$ cat src/rtl/aes32_sha256_fu.sv
// ---------------------------------------------------------------------------
// aes32_sha256_fu
//
// Execute-stage functional unit for the scalar-crypto instructions
// aes32esi / aes32esmi / aes32dsi / aes32dsmi and
// sha256sig0 / sig1 / sum0 / sum1.
//
// Two-stage pipeline with a valid/ready issue port and a valid/ready
// writeback port:
//   S1 : byte select + forward/inverse S-box lookup, or the full SHA-256
//        rotate/xor function (SHA results are final after S1).
//   S2 : forward/inverse MixColumn column, rotate into byte lane bs,
//        xor with rs1. S2 registers drive the writeback outputs directly.
//
// Ports
//   clk_i, rst_i            clock, synchronous active-high reset
//   flush_i                 kill every in-flight op (incl. one handshaking now)
//   valid_i / ready_o       issue handshake
//   op_i, bs_i              op code (0..7 legal, 8..15 illegal), byte select
//   rs1_i, rs2_i            operands
//   trans_id_i              scoreboard id, echoed on trans_id_o
//   wb_valid_o / wb_ready_i writeback handshake
//   result_o, trans_id_o    result and its id
//   err_o                   illegal op; result_o is 0 in that case
// ---------------------------------------------------------------------------
module aes32_sha256_fu #(
    parameter int TRANS_ID_BITS = 3,
    parameter int XLEN          = 32
) (
    input  logic                     clk_i,
    input  logic                     rst_i,
    input  logic                     flush_i,
    input  logic                     valid_i,
    output logic                     ready_o,
    input  logic [3:0]               op_i,
    input  logic [1:0]               bs_i,
    input  logic [XLEN-1:0]          rs1_i,
    input  logic [XLEN-1:0]          rs2_i,
    input  logic [TRANS_ID_BITS-1:0] trans_id_i,
    output logic                     wb_valid_o,
    input  logic                     wb_ready_i,
    output logic [XLEN-1:0]          result_o,
    output logic [TRANS_ID_BITS-1:0] trans_id_o,
    output logic                     err_o
);

    if (XLEN != 32) begin : g_xlen_check
        $error("aes32_sha256_fu supports XLEN == 32 only");
    end

    // ------------------------------------------------------------------
    // GF(2^8) helpers (polynomial x^8 + x^4 + x^3 + x + 1)
    // ------------------------------------------------------------------
    function automatic logic [7:0] xtime(input logic [7:0] a);
        return {a[6:0], 1'b0} ^ (a[7] ? 8'h1B : 8'h00);
    endfunction

    function automatic logic [7:0] gf_mul(input logic [7:0] a, input logic [7:0] b);
        logic [7:0] p;
        logic [7:0] x;
        p = 8'h00;
        x = a;
        for (int i = 0; i < 8; i++) begin
            if (b[i]) p = p ^ x;
            x = xtime(x);
        end
        return p;
    endfunction

    // Multiplicative inverse as a^254 (square-and-multiply); maps 0 to 0.
    function automatic logic [7:0] gf_inv(input logic [7:0] a);
        logic [7:0] sq;
        logic [7:0] acc;
        sq  = a;
        acc = 8'h01;
        for (int i = 1; i < 8; i++) begin
            sq  = gf_mul(sq, sq);
            acc = gf_mul(acc, sq);
        end
        return acc;
    endfunction

    function automatic logic [7:0] rol8(input logic [7:0] x, input int n);
        return (x << n) | (x >> (8 - n));
    endfunction

    function automatic logic [7:0] sbox_calc(input logic [7:0] x);
        logic [7:0] b;
        b = gf_inv(x);
        return b ^ rol8(b, 1) ^ rol8(b, 2) ^ rol8(b, 3) ^ rol8(b, 4) ^ 8'h63;
    endfunction

    function automatic logic [7:0] inv_sbox_calc(input logic [7:0] y);
        logic [7:0] a;
        a = rol8(y, 1) ^ rol8(y, 3) ^ rol8(y, 6) ^ 8'h05;
        return gf_inv(a);
    endfunction

    function automatic logic [31:0] ror32(input logic [31:0] x, input int n);
        return (x >> n) | (x << (32 - n));
    endfunction

    // ------------------------------------------------------------------
    // S-box ROMs: every entry is an elaboration-time constant, so each
    // table reduces to a 256x8 lookup rather than field arithmetic.
    // ------------------------------------------------------------------
    logic [7:0] w_sbox_rom     [256];
    logic [7:0] w_inv_sbox_rom [256];

    for (genvar gi = 0; gi < 256; gi++) begin : g_rom
        assign w_sbox_rom[gi]     = sbox_calc(8'(gi));
        assign w_inv_sbox_rom[gi] = inv_sbox_calc(8'(gi));
    end

    // ------------------------------------------------------------------
    // Pipeline registers
    // ------------------------------------------------------------------
    logic                     r_s1_valid;
    logic [3:0]               r_s1_op;
    logic [1:0]               r_s1_bs;
    logic [31:0]              r_s1_rs1;
    logic [31:0]              r_s1_data;   // {24'b0, so} for AES, final value for SHA
    logic [TRANS_ID_BITS-1:0] r_s1_id;

    logic                     r_s2_valid;
    logic [XLEN-1:0]          r_s2_result;
    logic [TRANS_ID_BITS-1:0] r_s2_id;
    logic                     r_s2_err;

    // S2 can take a new op when empty or when its current one retires;
    // S1 can take one when empty or when it can move into S2.
    logic w_s2_free;
    assign w_s2_free = !r_s2_valid || wb_ready_i;
    assign ready_o   = !r_s1_valid || w_s2_free;

    // ------------------------------------------------------------------
    // S1 combinational: byte select, S-box, SHA functions
    // ------------------------------------------------------------------
    logic [7:0]  w_si;
    logic [31:0] w_sha;
    logic [31:0] w_s1_data;

    assign w_si = rs2_i[{bs_i, 3'b000} +: 8];

    always_comb begin
        w_sha = 32'h0;
        case (op_i[1:0])
            2'd0: w_sha = ror32(rs2_i, 7)  ^ ror32(rs2_i, 18) ^ (rs2_i >> 3);
            2'd1: w_sha = ror32(rs2_i, 17) ^ ror32(rs2_i, 19) ^ (rs2_i >> 10);
            2'd2: w_sha = ror32(rs2_i, 2)  ^ ror32(rs2_i, 13) ^ ror32(rs2_i, 22);
            default: w_sha = ror32(rs2_i, 6) ^ ror32(rs2_i, 11) ^ ror32(rs2_i, 25);
        endcase
    end

    always_comb begin
        w_s1_data = 32'h0;
        if (op_i[3]) begin
            w_s1_data = 32'h0;
        end else if (op_i[2]) begin
            w_s1_data = w_sha;
        end else if (op_i[1]) begin
            w_s1_data = {24'h0, w_inv_sbox_rom[w_si]};
        end else begin
            w_s1_data = {24'h0, w_sbox_rom[w_si]};
        end
    end

    // ------------------------------------------------------------------
    // S2 combinational: MixColumn column, lane rotate, xor with rs1
    // ------------------------------------------------------------------
    logic [7:0]  w_so;
    logic [7:0]  w_x2;
    logic [7:0]  w_x4;
    logic [7:0]  w_x8;
    logic [31:0] w_mixed;
    logic [31:0] w_rot;
    logic [XLEN-1:0] w_s2_result;
    logic        w_s2_err;

    assign w_so = r_s1_data[7:0];
    assign w_x2 = xtime(w_so);
    assign w_x4 = xtime(w_x2);
    assign w_x8 = xtime(w_x4);

    always_comb begin
        w_mixed = {24'h0, w_so};
        case (r_s1_op[1:0])
            // ESMI column: {3,1,1,2} * so
            2'd1: w_mixed = {w_x2 ^ w_so, w_so, w_so, w_x2};
            // DSMI column: {0b,0d,09,0e} * so
            2'd3: w_mixed = {w_x8 ^ w_x2 ^ w_so,
                             w_x8 ^ w_x4 ^ w_so,
                             w_x8 ^ w_so,
                             w_x8 ^ w_x4 ^ w_x2};
            default: w_mixed = {24'h0, w_so};
        endcase
    end

    always_comb begin
        w_rot = w_mixed;
        case (r_s1_bs)
            2'd1:    w_rot = {w_mixed[23:0], w_mixed[31:24]};
            2'd2:    w_rot = {w_mixed[15:0], w_mixed[31:16]};
            2'd3:    w_rot = {w_mixed[7:0],  w_mixed[31:8]};
            default: w_rot = w_mixed;
        endcase
    end

    always_comb begin
        w_s2_err    = r_s1_op[3];
        w_s2_result = '0;
        if (r_s1_op[3]) begin
            w_s2_result = '0;
        end else if (r_s1_op[2]) begin
            w_s2_result = r_s1_data;
        end else begin
            w_s2_result = r_s1_rs1 ^ w_rot;
        end
    end

    // ------------------------------------------------------------------
    // Sequential state
    // ------------------------------------------------------------------
    always_ff @(posedge clk_i) begin
        if (rst_i) begin
            r_s1_valid  <= 1'b0;
            r_s1_op     <= 4'h0;
            r_s1_bs     <= 2'd0;
            r_s1_rs1    <= 32'h0;
            r_s1_data   <= 32'h0;
            r_s1_id     <= '0;
            r_s2_valid  <= 1'b0;
            r_s2_result <= '0;
            r_s2_id     <= '0;
            r_s2_err    <= 1'b0;
        end else begin
            if (flush_i) begin
                // Kills both stages and whatever handshakes this cycle.
                r_s1_valid <= 1'b0;
                r_s2_valid <= 1'b0;
            end else begin
                if (w_s2_free) r_s2_valid <= r_s1_valid;
                if (ready_o)   r_s1_valid <= valid_i;
            end

            // Payload only moves with a real op, so a stalled S2 keeps its
            // result/id/err stable. Loading under flush is harmless since
            // the valid bits are cleared in the same edge.
            if (w_s2_free && r_s1_valid) begin
                r_s2_result <= w_s2_result;
                r_s2_id     <= r_s1_id;
                r_s2_err    <= w_s2_err;
            end

            if (ready_o && valid_i) begin
                r_s1_op   <= op_i;
                r_s1_bs   <= bs_i;
                r_s1_rs1  <= rs1_i;
                r_s1_data <= w_s1_data;
                r_s1_id   <= trans_id_i;
            end
        end
    end

    assign wb_valid_o = r_s2_valid;
    assign result_o   = r_s2_result;
    assign trans_id_o = r_s2_id;
    assign err_o      = r_s2_err;

endmodule

$ cat config.mk
export PLATFORM = sky130hd
export DESIGN_NAME = aes32_sha256_fu
export DESIGN_NICKNAME = d
export VERILOG_FILES = /design/src/rtl/aes32_sha256_fu.sv
export SDC_FILE = /design/constraint.sdc
export NUM_CORES = 1
export LEC_CHECK = 0
export ABC_AREA = 1
export CELL_PAD_IN_SITES_DETAIL_PLACEMENT = 0
export CELL_PAD_IN_SITES_GLOBAL_PLACEMENT = 2
export CORE_MARGIN = 5
export CORE_UTILIZATION = 28
export CTS_BUF_LIST = sky130_fd_sc_hd__clkbuf_8 sky130_fd_sc_hd__clkbuf_16
export CTS_CLUSTER_DIAMETER = 150
export DETAILED_ROUTE_END_ITERATION = 8
export HOLD_SLACK_MARGIN = 0.05
export PLACE_DENSITY = 0.86
export SYNTH_ARGS = -nofsm -noshare
export SYNTH_HDL_FRONTEND = slang
export SYNTH_SLANG_ARGS = --single-unit
export TNS_END_PERCENT = 1
$ cat constraint.sdc
create_clock -name clk_i -period 2.51 [get_ports clk_i]
set_clock_uncertainty 0.2 [all_clocks]
set_input_delay 0.251 -clock clk_i [delete_from_list [all_inputs] [get_ports clk_i]]
set_output_delay 0.251 -clock clk_i [all_outputs]
set_load 0.05 [all_outputs]
==> results.sh <==
export IMPL_status="finished with violations"
export IMPL_violations="setup timing"
export IMPL_cts_tree="built"
export IMPL_htree_levels=3
export IMPL_async_flop_share_pct=0
export IMPL_synth_edff_count=0
export IMPL_ys_seq_area_share_pct=14.52
export IMPL_path_buf_inv=7
export IMPL_synth_top_area_share_pct=20.07
export IMPL_pwr_density_cell_nw_per_um2=447.4
export IMPL_ioPinCount=116
export IMPL_cts_buffer_depth=2
export IMPL_p_leak_uw=0.01073
export IMPL_grt_max_degree=92
export IMPL_power_frac_seq_pct=18.6
export IMPL_min_to="r_s1_op[1]"
export IMPL_worst_pin_slew_ns=0.8025
export IMPL_slowest_stage="o211ai_1"
export IMPL_setup_viol=2
export IMPL_hp_start="rst_i"
export IMPL_required_ns=2.60
export IMPL_ys_top_cells_by_area="nand2_1 (20%), nand3_1 (19%), dfxtp_1 (15%)"
export IMPL_fillers=5787
export IMPL_critPathArrivalTime_ns=2.67
export IMPL_holdBufCountCts=0
export IMPL_gp_congestion=1.032
export IMPL_insertion_delay_ns=0.38
export IMPL_synth_most_common_cell="nand2_1"
export IMPL_initial_core_util_pct=28.32
export IMPL_overflow=0
export IMPL_reg2reg_slack_ns=0.08
export IMPL_ys_ff_latch=111
export IMPL_n_antenna_cell=0
export IMPL_drc_errors=0
export IMPL_area_growth_pct=50.58
export IMPL_power_uw=10310
export IMPL_numCtsBuffers=9
export IMPL_p_sw_uw=5040
export IMPL_cts_sinks=111
export IMPL_netlist_area_um2=15300
export IMPL_dpl_hpwl_um=78150
export IMPL_intPower_uw=5269
export IMPL_cp_slowest_stage_delay_ns=0.33
export IMPL_via_count=22810
export IMPL_core_area_um2=54030
export IMPL_via_per_inst=5.717
export IMPL_peakVddDrop_uv=320.2
export IMPL_crit_family="buffers and inverters"
export IMPL_place_ws_ns=-1.099
export IMPL_totalWireLength_um=101000
export IMPL_grt_pass1_wl_um=143600
export IMPL_grt_usage_pct=31.67
export IMPL_post_route_period_util_pct=102.6
export IMPL_grt_pass1_vias=21130
export IMPL_clock_fmax_ghz=0.3882
export IMPL_timing_rr_end="result_o[13]"
export IMPL_clkPwrFrac_pct=14.6
export IMPL_synth_top_area_cell="nand2_1"
export IMPL_slew_violations=0
export IMPL_synthFlopType="dfxtp_1"
export IMPL_worst_slack_ns=-0.06609
export IMPL_max_cap_violations=0
export IMPL_ant_nets=0
export IMPL_root_buffer="clkbuf_16"
export IMPL_combinationalPowerShare_pct=66.8
export IMPL_first_pass_iters=6
export IMPL_numPortBuffers=115
export IMPL_wl_per_cell_um=25.32
export IMPL_reg2reg_depth=17
export IMPL_nNetsFinal=3384
export IMPL_rows=85
export IMPL_end_kind="flip-flop"
export IMPL_crit_type="in2reg"
export IMPL_cp_cell_sequence="clkbuf_4, buf_4, buf_4, nand3_4, buf_4, buf_12, nand3_1, buf_12, buf_4, o211ai_1, nand3_1, nand2_1, nand2_1, nand3_1, nand3_1, nand2_1, nand2_1, a21oi_1"
export IMPL_cp_start_kind="primary input"
export IMPL_die_area_um2=59420
export IMPL_yosys_warnings=0
export IMPL_hold_viol_final=0
export IMPL_reg2reg_from="r_s1_data[7]"
export IMPL_die_h_um=243.8
export IMPL_antenna_found_initial=2
export IMPL_synth_common_cells="nand2_1 (818), nand3_1 (585), nor2_1 (224), a21oi_1 (148), inv_1 (148)"
export IMPL_critPathMaxFanout=8
export IMPL_drive_above_1_share_pct=28.48
export IMPL_final_min_clock_period_ns=2.576
export IMPL_drt_iter0_markers=3021
export IMPL_yosysUniqueCellTypes=50
export IMPL_whs_path_depth=4
export IMPL_die_width_um=243.8
export IMPL_postSynthCellCount=2770
export IMPL_synth_fp_nets=2866
export IMPL_avgSynthCellArea_um2=5.523
export IMPL_swShare_pct=48.89
export IMPL_min_path_type="in2reg"
export IMPL_relSlewSlack_pct=46.50
export IMPL_clk_pin_slew_ns=0.10
export IMPL_grt_setup_unrepaired="true"
export IMPL_finish_utilization_pct=42.64
==> cell usage in the layout, fill, tap and decap left out, types with 44 or more instances in the layout <==
| cell | netlist | layout |
|---|---|---|
| nand3_1 | 585 | 515 |
| inv_1 | 148 | 131 |
| dfxtp_1 | 111 | 105 |
| o211ai_1 | 44 | 44 |
| nor2_1 | 224 | 211 |
| xnor2_1 | 68 | 68 |
| buf_12 | 1 | 51 |
| nand2_2 | 20 | 74 |
| o21ai_0 | 138 | 103 |
| buf_4 | 31 | 504 |
| nand2_1 | 818 | 745 |
| nand3_2 | 9 | 74 |
| a21oi_1 | 148 | 133 |
| xor2_1 | 57 | 55 |
| clkdlybuf4s50_1 | 0 | 91 |
==> worst reg2reg max path, stage by stage (launching register included) <==
cell	delay (ns)
dfxtp_4	0.40
buf_4	0.17
xnor2_4	0.14
nand2_1	0.08
nand2_2	0.09
inv_1	0.07
buf_4	0.15
nand2_2	0.07
nand2_1	0.06
nand2_1	0.08
buf_4	0.13
nor2_1	0.04
nor2_1	0.15
nand3_1	0.09
nand2_1	0.08
nand3_2	0.11
nand2_1	0.09
a21oi_1	0.06
==> sequential cells by signal (all words and copies together), names as in the netlist <==
signal      count
r_s1_rs1       32
r_s1_id         3
r_s1_bs         2
r_s1_valid      1
err_o           1
r_s1_data      32
r_s1_op         4
trans_id_o      3
wb_valid_o      1
result_o       32
==> timing repair <==
| item | CTS | global route |
|---|---|---|
| cloned | 2 | 4 |
| pin swaps | 29 | 55 |
| resized for setup | 185 | 237 |
| setup endpoints to repair | 39 | 40 |
| setup buffers | 19 | 19 |
==> cells by family (layout without fill, tap and decap cells) <==
family / after synthesis / in the layout / synth area share, %
AND/OR/NAND/NOR: 1723 / 1726 / 49.57
AO/OA/AOI/OAI: 413 / 413 / 15.74
buffers and inverters: 379 / 899 / 11.43
XOR/XNOR: 126 / 126 / 7.262
flip-flops: 111 / 111 / 14.52
adder cells (fa/ha/maj): 18 / 18 / 1.472
==> power groups by stage <==
stage | registers, µW | clock network (µW) | logic (µW)
final | 1920 | 1500 | 6890
after global routing | 1930 | 1600 | 7210
after CTS | 1920 | 1540 | 6320
after detailed placement | 1960 | 0 | 6050
after global placement | 1960 | 0 | 6100
after floorplan | 2000 | 0 | 2950
==> metal layers <==
| layer | GRT usage [%] | part of all wire [%] |
|---|---|---|
| met5 | 0 | 0.025 |
| met1 | 43.85 | 42 |
| met4 | 12.93 | 5.1 |
| met2 | 47.27 | 42 |
| met3 | 7.486 | 11 |
==> final cells by class <==
cell class	count	area, µm²	area share [%]
clock inverter	7	81.33	0.3530
tap	696	870.8	3.780
inverter	167	648.1	2.813
clock buffer	9	225.2	0.9776
timing repair buffer	716	6528	28.33
sequential	111	2240	9.721
multi-input combinational	2283	12450	54.02
==> metrics by stage <==
stage,area [µm²],std cells,setup TNS (ns),hold WS [ns]
global placement,21050,3930,-12.29,0.2528
global route,23040,3989,-0.8651,0.2363
floorplan,15320,2770,-0.04868,0.2177
finish,23040,3989,-0.09597,0.2380
CTS,22060,3966,-0.02789,0.2110
detailed placement,21050,3930,-13.22,0.2553
==> how the worst max path moves through the flow <==
stage	start	to	slack, ns	cells after the start
2_1_floorplan	rs2_i[25]	r_s1_data[3]	-0.02	20
3_3_place_gp	bs_i[0]	r_s1_data[5]	-1.19	19
3_5_place_dp	bs_i[0]	r_s1_data[5]	-1.10	19
4_1_cts	bs_i[0]	r_s1_data[2]	-0.02	22
5_1_grt	bs_i[0]	r_s1_data[4]	-0.11	20
6_report	bs_i[1]	r_s1_data[4]	-0.07	18
Power figures use the tool's default switching activity.
